==> config.mk <==
export PLATFORM = sky130hd
export DESIGN_NAME = noc_input_port
export DESIGN_NICKNAME = d
export VERILOG_FILES = /design/src/rtl/noc_pkg.sv /design/src/rtl/noc_fifo.sv /design/src/rtl/noc_input_port.sv
export SDC_FILE = /design/constraint.sdc
export NUM_CORES = 1
export LEC_CHECK = 0
export BUFFER_PORTS_ARGS = -buffer_cell sky130_fd_sc_hd__buf_2
export CAP_MARGIN = 20
export CORE_ASPECT_RATIO = 0.9
export CORE_MARGIN = 3
export CORE_UTILIZATION = 35
export DETAILED_ROUTE_END_ITERATION = 6
export PLACE_DENSITY = 0.58
export SYNTH_ARGS = -nofsm -noshare
export SYNTH_HDL_FRONTEND = slang
export SYNTH_SLANG_ARGS = --single-unit
==> constraint.sdc <==
create_clock -name clk -period 2.4 [get_ports clk]
set_input_delay 0.36 -clock clk [delete_from_list [all_inputs] [get_ports clk]]
set_output_delay 0.36 -clock clk [all_outputs]
set_load 0.005 [all_outputs]
==> src/rtl/noc_pkg.sv <==
// Shared definitions for the NoC router input port: flit field positions,
// request codes and the XY routing function.
package noc_pkg;

  localparam int FLIT_W    = 8;
  localparam int ROUTE_W   = 3;
  localparam int DEST_X_HI = 7;
  localparam int DEST_X_LO = 6;
  localparam int DEST_Y_HI = 5;
  localparam int DEST_Y_LO = 4;

  localparam logic [ROUTE_W-1:0] REQ_L    = 3'd0;
  localparam logic [ROUTE_W-1:0] REQ_N    = 3'd1;
  localparam logic [ROUTE_W-1:0] REQ_E    = 3'd2;
  localparam logic [ROUTE_W-1:0] REQ_S    = 3'd3;
  localparam logic [ROUTE_W-1:0] REQ_W    = 3'd4;
  localparam logic [ROUTE_W-1:0] REQ_IDLE = 3'd7;

  // Dimension-ordered routing: resolve X first, then Y, else deliver locally.
  function automatic logic [ROUTE_W-1:0] xy_route(
    input logic [FLIT_W-1:0] flit,
    input logic [1:0]        x_addr,
    input logic [1:0]        y_addr
  );
    logic [1:0] dest_x;
    logic [1:0] dest_y;
    dest_x = flit[DEST_X_HI:DEST_X_LO];
    dest_y = flit[DEST_Y_HI:DEST_Y_LO];
    if (dest_x > x_addr)      return REQ_E;
    else if (dest_x < x_addr) return REQ_W;
    else if (dest_y > y_addr) return REQ_N;
    else if (dest_y < y_addr) return REQ_S;
    else                      return REQ_L;
  endfunction

endpackage

==> src/rtl/noc_fifo.sv <==
// Generic synchronous FIFO with registered pointers and occupancy count.
// Head is read straight from storage, so it depends on registered state only.
// Push while full and pop while empty are ignored internally.
module noc_fifo #(
  parameter int WIDTH = 11,
  parameter int DEPTH = 4
) (
  input  logic             clk,
  input  logic             rst,
  input  logic             push,
  input  logic             pop,
  input  logic [WIDTH-1:0] wdata,
  output logic             full,
  output logic             empty,
  output logic [WIDTH-1:0] head
);

  localparam int AW = $clog2(DEPTH);

  logic [AW-1:0]  wr_ptr_q, wr_ptr_d;
  logic [AW-1:0]  rd_ptr_q, rd_ptr_d;
  logic [AW:0]    count_q, count_d;
  logic [WIDTH-1:0] mem_q [DEPTH];
  logic           do_push;
  logic           do_pop;

  assign full    = (count_q == (AW+1)'(DEPTH));
  assign empty   = (count_q == '0);
  assign do_push = push & ~full;
  assign do_pop  = pop & ~empty;
  assign head    = mem_q[rd_ptr_q];

  // Next pointers and occupancy; pointers wrap naturally at DEPTH.
  always_comb begin
    wr_ptr_d = wr_ptr_q;
    rd_ptr_d = rd_ptr_q;
    count_d  = count_q;
    if (do_push) wr_ptr_d = wr_ptr_q + 1'b1;
    if (do_pop)  rd_ptr_d = rd_ptr_q + 1'b1;
    case ({do_push, do_pop})
      2'b10:   count_d = count_q + 1'b1;
      2'b01:   count_d = count_q - 1'b1;
      default: count_d = count_q;
    endcase
  end

  // Pointer/count registers with synchronous active-low reset.
  always_ff @(posedge clk) begin
    if (!rst) begin
      wr_ptr_q <= '0;
      rd_ptr_q <= '0;
      count_q  <= '0;
    end else begin
      wr_ptr_q <= wr_ptr_d;
      rd_ptr_q <= rd_ptr_d;
      count_q  <= count_d;
    end
  end

  // Storage write; contents need no reset because empty masks the head.
  always_ff @(posedge clk) begin
    if (do_push) mem_q[wr_ptr_q] <= wdata;
  end

endmodule

==> src/rtl/noc_input_port.sv <==
// Input stage of the 5-port NoC router: buffers upstream flits together with
// their XY route and presents the head flit/request to the switch.
// Optional forwarded-flit counter enabled by macro NOC_PORT_STATS_EN.
module noc_input_port
  import noc_pkg::*;
#(
  parameter logic [1:0] X_ADDR = 2'd0,
  parameter logic [1:0] Y_ADDR = 2'd0,
  parameter int         DEPTH  = 4
) (
  input  logic              clk,
  input  logic              rst,
  input  logic [FLIT_W-1:0] in_data,
  input  logic              in_valid,
  output logic              in_ready,
  output logic [FLIT_W-1:0] out_data,
  output logic [2:0]        request,
  input  logic              grant
`ifdef NOC_PORT_STATS_EN
  ,
  output logic [15:0]       flit_cnt
`endif
);

  localparam int ENTRY_W = FLIT_W + ROUTE_W;

  logic               ready_q;
  logic               full;
  logic               empty;
  logic               push;
  logic               pop;
  logic [ENTRY_W-1:0] head;
  logic [ENTRY_W-1:0] wr_entry;

  // ready_q keeps in_ready low during reset and for the release edge.
  always_ff @(posedge clk) begin
    if (!rst) ready_q <= 1'b0;
    else      ready_q <= 1'b1;
  end

  assign in_ready = ready_q & ~full;
  assign push     = in_valid & in_ready;
  // A grant only counts when a real request was presented this cycle.
  assign pop      = grant & ~empty;
  assign wr_entry = {in_data, xy_route(in_data, X_ADDR, Y_ADDR)};

  noc_fifo #(
    .WIDTH (ENTRY_W),
    .DEPTH (DEPTH)
  ) u_fifo (
    .clk   (clk),
    .rst   (rst),
    .push  (push),
    .pop   (pop),
    .wdata (wr_entry),
    .full  (full),
    .empty (empty),
    .head  (head)
  );

  assign out_data = empty ? '0 : head[ENTRY_W-1:ROUTE_W];
  assign request  = empty ? REQ_IDLE : head[ROUTE_W-1:0];

`ifdef NOC_PORT_STATS_EN
  logic [15:0] flit_cnt_q, flit_cnt_d;

  // Saturating count of flits handed to the switch.
  always_comb begin
    flit_cnt_d = flit_cnt_q;
    if (pop && (flit_cnt_q != 16'hFFFF)) flit_cnt_d = flit_cnt_q + 16'd1;
  end

  // Counter register.
  always_ff @(posedge clk) begin
    if (!rst) flit_cnt_q <= '0;
    else      flit_cnt_q <= flit_cnt_d;
  end

  assign flit_cnt = flit_cnt_q;
`endif

endmodule
==> impl_metrics.py <==
metrics = {
    "cts": {
        "cts_hold_buf": 0,
        "ctsResizeCount": 0,
        "cts_setup_buffers": 0,
        "cts_root_buf": "clkbuf_8",
        "clk_path_buf_depth": 2,
        "cts.sinks": 50,
        "cts_max_level": 2,
        "clk_pin_slew_ns": 0.10,
        "numCtsBuffers": 5,
        "cts_tree": "built",
        "clk-insertion-delay-late_ns": 0.31,
    },
    "cells_and_area": {
        "drive_gt1_share_pct": 25.00,
        "fin_nets": 169,
        "diodes": 0,
        "area_delta_synth_final_pct": 14.73,
        "stdcell_count": 219,
        "fin_util_pct": 43.43,
    },
    "synthesis": {
        "ys_ff_latch": 50,
        "synth_top_area_share_pct": 57.97,
        "postSynthAreaPerCell_um2": 16.85,
        "synth_area_leaders": "edfxtp_1 (58%), mux4_1 (10%), dfxtp_1 (9.7%), ha_1 (3.0%), nor2b_1 (2.7%)",
        "ys_warn_count": 0,
        "synth_top_cell_by_area": "edfxtp_1",
        "yosys_most_used_dff": "edfxtp_1",
        "ys_types": 27,
        "ys_seq_area_share_pct": 67.63,
        "synthTopCellsByCount": "edfxtp_1 (40), dfxtp_1 (10), nor2b_1 (9), mux4_1 (8), nand2_1 (8)",
        "syn-num-nets": 141,
        "postSynthCellCount": 123,
        "yosysMostFrequentCell": "edfxtp_1",
        "synth_area_mm2": 0.002072,
        "async_reset_ff_share_pct": 0,
        "synth-edff-count": 40,
    },
    "critical_path": {
        "cpLargestDelayFamily": "multiplexers",
        "worst_ep_arrival_time_ns": 1.70,
        "slowest_stage": "mux4_2",
        "critPathLaunchType": "flip-flop",
        "end_kind": "output pin",
        "cpPeakStageDelay_ns": 0.52,
        "crit_buf_inv": 2,
        "critPathKind": "flip-flop to output pin",
        "path_max_fanout": 10,
        "critical_path.cell_chain": "buf_4 -> mux4_2 -> or2_1 -> buf_2",
        "cp_data_required_time_ns": 2.04,
    },
    "power": {
        "leakagePower_nw": 0.8349,
        "power_w": 0.002238,
        "peakVddDrop_v": 0.0003163,
        "p_per_area_mw_per_mm2": 941.5,
    },
    "sta": {
        "fin_skew_ns": 0.01095,
        "fin_tns_setup_ns": 0,
        "hold_slack_ns": 0.2565,
        "worstMarginPinSlew_ns": 0.5540,
        "fmax_mhz": 486.3,
        "finalMaxSlewViolations": 0,
        "relSlewSlack_pct": 63.07,
        "setup_viol": 0,
        "finalHoldViolCount": 0,
        "layout_min_cycle_time_ns": 2.056,
        "min_period_over_period_pct": 85.69,
        "rsz0062_at_grt": "no",
    },
    "place": {
        "place_congestion": 0.7251,
        "place.port_buffers": 23,
        "dp_cells": 211,
        "place_hpwl_mm": 2.303,
    },
    "global_routing": {
        "grt_usage_pct": 11.03,
        "grt_max_degree": 18,
        "grt_pass1_wl_mm": 5.526,
        "grt_overflow": 0,
        "antenna_found_initial": 0,
        "grt_pass1_vias": 1165,
    },
    "floorplan": {
        "rows": 25,
        "core_mm2": 0.005474,
        "die_x_um": 87.11,
        "die_area_mm2": 0.006881,
        "fp.dieH_um": 79.00,
        "initial_core_util_pct": 37.85,
        "io_pins": 24,
    },
    "detailed_routing": {
        "drc": 0,
        "wire_per_inst_um": 15.39,
        "dr.first_iter.drc_count": 38,
        "num_vias": 1076,
        "viasPerCell": 4.913,
        "routed_wl_mm": 3.371,
        "first_pass_iters": 4,
        "antenna_left": 0,
    },
    "worst_hold_path": {
        "worst_hold_path_type": "primary input to flip-flop",
    },
    "run_status": {
        "status": "finished clean",
    },
    "job": {
        "cap_violations": 0,
    },
}
## power breakdown
group	total (W)	switching [W]	leakage, nW	internal [W]
logic	0.000594	0.000293	0.331	0.000302
registers	0.00104	0.0000440	0.445	0.00100
clock network	0.000600	0.000284	0.0587	0.000316
total	0.00224	0.000621	0.835	0.00162
## flip-flops by register name (all words and copies together), names as in the netlist, named ones only
name             count
u_fifo.mem_q        40
u_fifo.rd_ptr_q      2
ready_q              1
u_fifo.count_q       3
u_fifo.wr_ptr_q      2
## through the flow
| step | worst slack (ns) | cell area, um2 |
|---|---|---|
| after detailed placement | 0.3565 | 2261 |
| after floorplan | 0.5076 | 2072 |
| after CTS | 0.3161 | 2377 |
| final | 0.3435 | 2377 |
| after global placement | 0.4771 | 2261 |
| after global routing | 0.1961 | 2377 |
## cell usage in the layout, fill, tap and decap left out, drive strengths merged
| cell type | netlist | final |
|---|---|---|
| clkbuf | 2 | 5 |
| nor2 | 3 | 3 |
| a21boi | 3 | 3 |
| xnor2 | 1 | 1 |
| mux4 | 10 | 10 |
| fa | 1 | 1 |
| nor3 | 1 | 1 |
| edfxtp | 40 | 40 |
| xor2 | 1 | 1 |
| or3 | 2 | 2 |
| o21ai | 5 | 5 |
| and2 | 6 | 6 |
| nand2 | 8 | 8 |
| a21oi | 1 | 1 |
| buf | 3 | 26 |
| dfxtp | 10 | 10 |
| clkinv | 0 | 1 |
| or2 | 3 | 3 |
| nand4bb | 1 | 1 |
| bufinv | 0 | 1 |
| mux2i | 2 | 2 |
| ha | 5 | 5 |
| inv | 6 | 7 |
| nor2b | 9 | 9 |
## per-layer routing
layer | GRT usage (%) | share of wire, %
met1 | 12.32 | 40
met2 | 19.04 | 53
met3 | 3.216 | 4.7
met4 | 5.521 | 2.1
met5 | 0 | 0
## cells by family (layout without fill, tap and decap cells)
| group | count (synthesis) | count (layout) | share of synthesized area (%) |
|---|---|---|---|
| adders and majority gates | 6 | 6 | 3.986 |
| DFF | 50 | 50 | 67.63 |
| and+or+nand+nor | 33 | 33 | 9.058 |
| xor gates and xnor gates | 2 | 2 | 0.8456 |
| AOI/OAI and AO/OA | 9 | 9 | 2.536 |
| muxes | 12 | 12 | 13.28 |
| buffers and inverters | 11 | 40 | 2.656 |
## final cells by class
| type | count | area [um2] |
|---|---|---|
| multi-input combinational | 62 | 615.6 |
| tap | 67 | 83.83 |
| inverter | 6 | 22.52 |
| timing repair buffer | 26 | 137.6 |
| clock inverter | 3 | 47.55 |
| clock buffer | 5 | 68.82 |
| fill | 482 | 3097 |
| sequential | 50 | 1401 |
## final timing paths
kind              slack, ns               start                 end  depth (start not counted)
setup reg to reg       0.38   u_fifo.count_q[0]   u_fifo.count_q[2]                          8
hold reg to reg        0.51  u_fifo.wr_ptr_q[0]  u_fifo.wr_ptr_q[0]                          2
hold / removal         0.26          in_data[2]  u_fifo.mem_q[1][5]                          1
setup / recovery       0.34           flip-flop          request[1]                          4
(Power assumes the default switching activity.)
